### src/rtl/i2s_receiver.sv
// I2S slave receiver: resynchronises external SCLK/LRCLK/SDATA into clk, deserialises one
// stereo frame and presents it as {left, right} on a valid/ready stream.
// Latency: LRCLK 1->0 sample edge at the pin to m_valid = SYNC_STAGES+2 clk.
// Backpressure: one-deep output register; a frame completing while m_valid is still held and
// not being accepted is dropped and sets the sticky overflow flag.
//
// Ports:
//   clk, rst             system clock, synchronous active-high reset
//   en                   receiver enable; 0 forces SYNC_WAIT and clears the shift registers
//   sclk, lrclk, sdata   asynchronous I2S pins (data sampled on SCLK rising edge)
//   m_data/m_valid/m_ready  output stream, left channel in the upper half
//   overflow             sticky frame-dropped flag, cleared only by rst
// Optional: define I2S_RX_STATS_EN to add frame_cnt (accepted, wrapping) and drop_cnt
// (dropped, saturating) outputs.
module i2s_receiver #(
    parameter int DATA_W      = 24,
    parameter int DATA_DELAY  = 1,
    parameter int SYNC_STAGES = 2
) (
    input  logic                  clk,
    input  logic                  rst,
    input  logic                  en,
    input  logic                  sclk,
    input  logic                  lrclk,
    input  logic                  sdata,
    output logic [2*DATA_W-1:0]   m_data,
    output logic                  m_valid,
    input  logic                  m_ready,
    output logic                  overflow
`ifdef I2S_RX_STATS_EN
    ,
    output logic [15:0]           frame_cnt,
    output logic [15:0]           drop_cnt
`endif
);

    typedef enum logic [1:0] {SYNC_WAIT, LEFT, RIGHT} state_t;

    // Slot bit k carries data when DLO <= k < DHI; it lands at shift position BASE - k.
    localparam logic [6:0] DLO  = 7'(DATA_DELAY);
    localparam logic [6:0] DHI  = 7'(DATA_DELAY + DATA_W);
    localparam logic [6:0] BASE = 7'(DATA_W - 1 + DATA_DELAY);

    logic [SYNC_STAGES-1:0] sclk_sync_q,  sclk_sync_d;
    logic [SYNC_STAGES-1:0] lrclk_sync_q, lrclk_sync_d;
    logic [SYNC_STAGES-1:0] sdata_sync_q, sdata_sync_d;
    logic                   sclk_prev_q,  sclk_prev_d;
    logic                   bit_stb_q,    bit_stb_d;
    logic                   lr_smp_q,     lr_smp_d;
    logic                   sd_smp_q,     sd_smp_d;
    logic                   lrclk_prev_q, lrclk_prev_d;
    logic [5:0]             bit_idx_q,    bit_idx_d;
    logic [DATA_W-1:0]      left_sh_q,    left_sh_d;
    logic [DATA_W-1:0]      right_sh_q,   right_sh_d;
    state_t                 state_q,      state_d;
    logic [2*DATA_W-1:0]    m_data_q,     m_data_d;
    logic                   m_valid_q,    m_valid_d;
    logic                   overflow_q,   overflow_d;
`ifdef I2S_RX_STATS_EN
    logic [15:0]            frame_cnt_q,  frame_cnt_d;
    logic [15:0]            drop_cnt_q,   drop_cnt_d;
`endif

    logic       lr_changed;
    logic [5:0] slot_idx;
    logic       in_data;
    logic [6:0] bit_pos;
    logic       frame_done;

    always_comb begin
        // Synchronisers: all three pins share one depth so they stay aligned.
        sclk_sync_d  = {sclk_sync_q[SYNC_STAGES-2:0],  sclk};
        lrclk_sync_d = {lrclk_sync_q[SYNC_STAGES-2:0], lrclk};
        sdata_sync_d = {sdata_sync_q[SYNC_STAGES-2:0], sdata};
        sclk_prev_d  = sclk_sync_q[SYNC_STAGES-1];
        // The strobe is registered together with the lrclk/sdata samples so they line up.
        bit_stb_d    = sclk_sync_q[SYNC_STAGES-1] & ~sclk_prev_q;
        lr_smp_d     = lrclk_sync_q[SYNC_STAGES-1];
        sd_smp_d     = sdata_sync_q[SYNC_STAGES-1];

        lr_changed   = bit_stb_q & (lr_smp_q != lrclk_prev_q);
        slot_idx     = lr_changed ? 6'd0 :
                       ((bit_idx_q == 6'd63) ? 6'd63 : bit_idx_q + 6'd1);
        lrclk_prev_d = bit_stb_q ? lr_smp_q : lrclk_prev_q;
        bit_idx_d    = bit_stb_q ? slot_idx : bit_idx_q;
        in_data      = ({1'b0, slot_idx} >= DLO) && ({1'b0, slot_idx} < DHI);
        bit_pos      = BASE - {1'b0, slot_idx};

        // Slot registers are cleared at slot start so a short slot leaves zero LSBs.
        left_sh_d  = left_sh_q;
        right_sh_d = right_sh_q;
        if (!en) begin
            left_sh_d  = '0;
            right_sh_d = '0;
        end else if (bit_stb_q) begin
            if (!lr_smp_q) begin
                if (lr_changed) left_sh_d = '0;
                if (in_data) begin
                    for (int i = 0; i < DATA_W; i++) begin
                        if (bit_pos == 7'(i)) left_sh_d[i] = sd_smp_q;
                    end
                end
            end else begin
                if (lr_changed) right_sh_d = '0;
                if (in_data) begin
                    for (int i = 0; i < DATA_W; i++) begin
                        if (bit_pos == 7'(i)) right_sh_d[i] = sd_smp_q;
                    end
                end
            end
        end

        // Only a 1->0 change opens a frame, so a partial frame after reset/en is skipped.
        state_d = state_q;
        if (!en) begin
            state_d = SYNC_WAIT;
        end else if (lr_changed) begin
            case (state_q)
                SYNC_WAIT: if (!lr_smp_q) state_d = LEFT;
                LEFT:      if (lr_smp_q)  state_d = RIGHT;
                RIGHT:     if (!lr_smp_q) state_d = LEFT;
                default:   state_d = SYNC_WAIT;
            endcase
        end

        // Frame ends when the next left slot begins; shift regs still hold the old frame.
        frame_done = en & lr_changed & ~lr_smp_q & (state_q == RIGHT);

        m_data_d   = m_data_q;
        m_valid_d  = m_valid_q;
        overflow_d = overflow_q;
`ifdef I2S_RX_STATS_EN
        frame_cnt_d = frame_cnt_q;
        drop_cnt_d  = drop_cnt_q;
`endif
        if (frame_done) begin
            if (!m_valid_q || m_ready) begin
                m_data_d  = {left_sh_q, right_sh_q};
                m_valid_d = 1'b1;
`ifdef I2S_RX_STATS_EN
                frame_cnt_d = frame_cnt_q + 16'd1;
`endif
            end else begin
                overflow_d = 1'b1;
`ifdef I2S_RX_STATS_EN
                if (drop_cnt_q != 16'hFFFF) drop_cnt_d = drop_cnt_q + 16'd1;
`endif
            end
        end else if (m_valid_q && m_ready) begin
            m_valid_d = 1'b0;
        end
    end

    always_ff @(posedge clk) begin
        if (rst) begin
            sclk_sync_q  <= '0;
            lrclk_sync_q <= '0;
            sdata_sync_q <= '0;
            sclk_prev_q  <= 1'b0;
            bit_stb_q    <= 1'b0;
            lr_smp_q     <= 1'b0;
            sd_smp_q     <= 1'b0;
            lrclk_prev_q <= 1'b0;
            bit_idx_q    <= '0;
            left_sh_q    <= '0;
            right_sh_q   <= '0;
            state_q      <= SYNC_WAIT;
            m_data_q     <= '0;
            m_valid_q    <= 1'b0;
            overflow_q   <= 1'b0;
`ifdef I2S_RX_STATS_EN
            frame_cnt_q  <= '0;
            drop_cnt_q   <= '0;
`endif
        end else begin
            sclk_sync_q  <= sclk_sync_d;
            lrclk_sync_q <= lrclk_sync_d;
            sdata_sync_q <= sdata_sync_d;
            sclk_prev_q  <= sclk_prev_d;
            bit_stb_q    <= bit_stb_d;
            lr_smp_q     <= lr_smp_d;
            sd_smp_q     <= sd_smp_d;
            lrclk_prev_q <= lrclk_prev_d;
            bit_idx_q    <= bit_idx_d;
            left_sh_q    <= left_sh_d;
            right_sh_q   <= right_sh_d;
            state_q      <= state_d;
            m_data_q     <= m_data_d;
            m_valid_q    <= m_valid_d;
            overflow_q   <= overflow_d;
`ifdef I2S_RX_STATS_EN
            frame_cnt_q  <= frame_cnt_d;
            drop_cnt_q   <= drop_cnt_d;
`endif
        end
    end

    assign m_data   = m_data_q;
    assign m_valid  = m_valid_q;
    assign overflow = overflow_q;
`ifdef I2S_RX_STATS_EN
    assign frame_cnt = frame_cnt_q;
    assign drop_cnt  = drop_cnt_q;
`endif

endmodule

### config.mk
export PLATFORM = sky130hd
export DESIGN_NAME = i2s_receiver
export DESIGN_NICKNAME = d
export VERILOG_FILES = /design/src/rtl/i2s_receiver.sv
export SDC_FILE = /design/constraint.sdc
export NUM_CORES = 1
export LEC_CHECK = 0
export ABC_AREA = 1
export CAP_MARGIN = 20
export CORE_ASPECT_RATIO = 1.25
export CORE_MARGIN = 2
export CORE_UTILIZATION = 50
export DETAILED_ROUTE_END_ITERATION = 8
export PLACE_DENSITY = 0.72
export SLEW_MARGIN = 10
export SYNTH_ARGS = -nofsm -noshare
export SYNTH_HDL_FRONTEND = slang
export SYNTH_SLANG_ARGS = --single-unit
export TNS_END_PERCENT = 10
### constraint.sdc
create_clock -name clk -period 5.3 [get_ports clk]
set_input_delay 0.795 -clock clk [delete_from_list [all_inputs] [get_ports clk]]
set_output_delay 0.795 -clock clk [all_outputs]
set_load 0.01 [all_outputs]
==> flow_summary.toml <==
[run_status]
outcome = "complete, no violations"

[critical_path]
required_ns = 5.61
setup.worst_path.start_class = "flip-flop"
max_stage_delay_ns = 0.61
critPathArrivalTime_ns = 3.25
cp_max_fo = 46
slowest_stage = "a21boi_4"
cp_cell_sequence = "nand3_4, inv_4, nor2_1, nand2_2, a21boi_4, nand3_1, nand2_1, nand3_1, nand2_1, inv_1"
cp_top_family = "simple AND/OR/NAND/NOR gates"
cp-end-kind = "flip-flop"
critPathBufInv = 2
crit_type = "flip-flop to flip-flop"

[sta]
timing.slew.headroom_pct = 35.87
fmax_ghz = 0.3404
drv_slew = 0
hold_violations = 0
tightest_slew_ns = 0.9560
setup_viol = 0
worst_clock_skew_ns = 0.009676
min_period_ns = 2.938
fin_crit_sh_pct = 55.44
fin_setup_tns_ns = 0
rsz0062_at_grt = "no"

[logic_synthesis]
syn-num-nets = 831
synthArstFlopShare_pct = 0
synth_area_per_cell_um2 = 6.703
netlist_area_um2 = 5517
synth_top_area_share_pct = 42.46
synth_edf_count = 0
ys_top_cells_by_area = "dfxtp_1 42%, inv_1 12%, a21oi_1 8.9%"
ys_types = 28
ys_ff_latch = 117
yosysWarnings = 0
synth_cells = 823
synth_top_area_cell = "dfxtp_1"
seq_area_frac_synth_pct = 42.46
synthFlopType = "dfxtp_1"

[floorplan]
die_area_um2 = 11890
core_um2 = 10670
io_pins = 57
num_rows = 42
start_util_pct = 51.71
die_y_um = 121.4
die_w_um = 97.95

[cts]
cts-htree-levels = 4
cts_root_buf = "clkbuf_16"
clock_latency_ns = 0.41
cts_resized = 0
cts_tree = "yes"
clk_path_buf_depth = 2
clk_pin_slew_ns = 0.05
cts_buffers = 17
ctsHoldBuffers = 0
cts_sinks = 117
cts_post_setup_buffers_inserted = 0

[finish]
drive_gt1_share_pct = 5.855
fillers = 986
post-route-cell-area_um2 = 6698
multi_input_area_um2 = 2326
seqCellArea_um2 = 2342
diodes = 0
syn2layout_area_growth_pct = 21.41
final_nets = 867

[global_route]
grt_pass1_vias = 4678
grt_pass1_wl_mm = 21.57
met3_usage_pct = 4.263
grt.met1_usage_pct = 29.16
antenna_found_initial = 0
gr-total-overflow = 0
top_usage_layer = "met2"
grt_max_degree = 97
met2_usage_pct = 36.04
grt_use_total_pct = 22.39

[power_and_ir_drop]
p_leak_nw = 2.731
ir_drop_v = 0.0002172
power_density_nw_per_um2 = 321.9

[worst_hold_path]
hold_class = "flip-flop to flip-flop"

[detailed_routing]
wl_per_cell_um = 12.97
wirelength_mm = 13.01
drt_iter0_markers = 317
drc = 0
num_vias = 5194
via_per_inst = 5.178
drtAntennaViolNets = 0
firstDrtPassIters = 5

[flow_run]
maxCapViolations = 0

[place]
dpl_cell_area_um2 = 6087
dp_hpwl_mm = 8.582
gp_congestion = 0.8555
io_buffers = 56
## area by class of cell
type	instances	share of cell area, %
sequential	117	34.97
inverter	178	10.01
tap	132	2.466
clock buffer	23	7.286
clock inverter	8	1.831
timing repair buffer	59	8.705
multi-input combinational	486	34.73
## worst min-delay path: stages, from the launching register on
cell and delay, ns:
dfxtp_1 0.29, inv_1 0.04, nor2_1 0.03
## cell families after synthesis
family                     share of synthesized area (%)
and+or+nand+nor                                    26.17
buffers and inverters                              15.47
AOI/OAI and AO/OA                                  15.67
DFF                                                42.46
adders and majority gates                         0.2268
## registers in the layout, summed over array words and instances (netlist names), 2 cells and up
name and count:
m_data 48, left_sh_q 24, right_sh_q 24, bit_idx_q 6, lrclk_sync_q 2, sclk_sync_q 2
sdata_sync_q 2, state_q 2
## final timing paths
check                               endpoint  slack, ns  depth (start not counted)                  startpoint
hold / removal    sdata_sync_q[1]$_SDFF_PP0_       0.40                          2  sdata_sync_q[0]$_SDFF_PP0_
setup / recovery  right_sh_q[3]$_SDFFE_PP0P_       2.36                         10        bit_stb_q$_SDFF_PP0_
hold reg to reg   sdata_sync_q[1]$_SDFF_PP0_       0.40                          2  sdata_sync_q[0]$_SDFF_PP0_
setup reg to reg  right_sh_q[3]$_SDFFE_PP0P_       2.36                         10        bit_stb_q$_SDFF_PP0_
## metal layers
metal,routed length (um),up-vias
li1,-,2679
met1,6101,2331
met2,6040,164
met3,639,20
met4,224,0
met5,0,-
## Yosys cell counts (2+ instances only)
library cell	count
inv_1	170
dfxtp_1	117
nand2_1	116
a21oi_1	98
nand3_1	82
nor2_1	76
o21ai_0	60
clkbuf_1	36
nand4_1	30
nand2_2	5
a31oi_1	4
inv_2	4
clkinv_1	3
nand3_2	3
buf_2	2
buf_4	2
buf_6	2
nand3_4	2
o21bai_1	2
## metrics by stage
stage               std cells  hold WS, ns  power, mW  setup slack (ns)  utilization (%)
detailed placement        972       0.3977     0.9949             2.436            57.06
floorplan                 823       0.3743     0.9739             3.403                -
CTS                      1003       0.4059      2.169             2.424            62.78
global placement          972       0.3793     0.9926             2.490            57.06
global route             1003       0.4180      2.225             2.127            62.78
finish                   1003       0.4020      2.156             2.362            62.78
## power by group
group          internal [mW]  total (mW)  switching, mW
clock                  0.784        1.18          0.394
sequential             0.888       0.895        0.00716
combinational         0.0233      0.0824         0.0590
total                   1.70        2.16          0.461
## placed cells by master (no fill, tap or decap), types with 3 or more instances in the layout
| master | n |
|---|---|
| nor2_1 | 76 |
| nand3_1 | 81 |
| inv_2 | 4 |
| a31oi_1 | 4 |
| clkinv_1 | 3 |
| buf_4 | 3 |
| clkdlybuf4s50_1 | 56 |
| nand2_2 | 5 |
| a21oi_1 | 98 |
| nand2_1 | 116 |
| clkbuf_16 | 17 |
| o21ai_0 | 60 |
| inv_1 | 170 |
| nand3_2 | 4 |
| dfxtp_1 | 117 |
| nand4_1 | 30 |
| clkinvlp_4 | 3 |
| bufinv_16 | 3 |
| clkbuf_8 | 4 |
(Power assumes the default switching activity.)
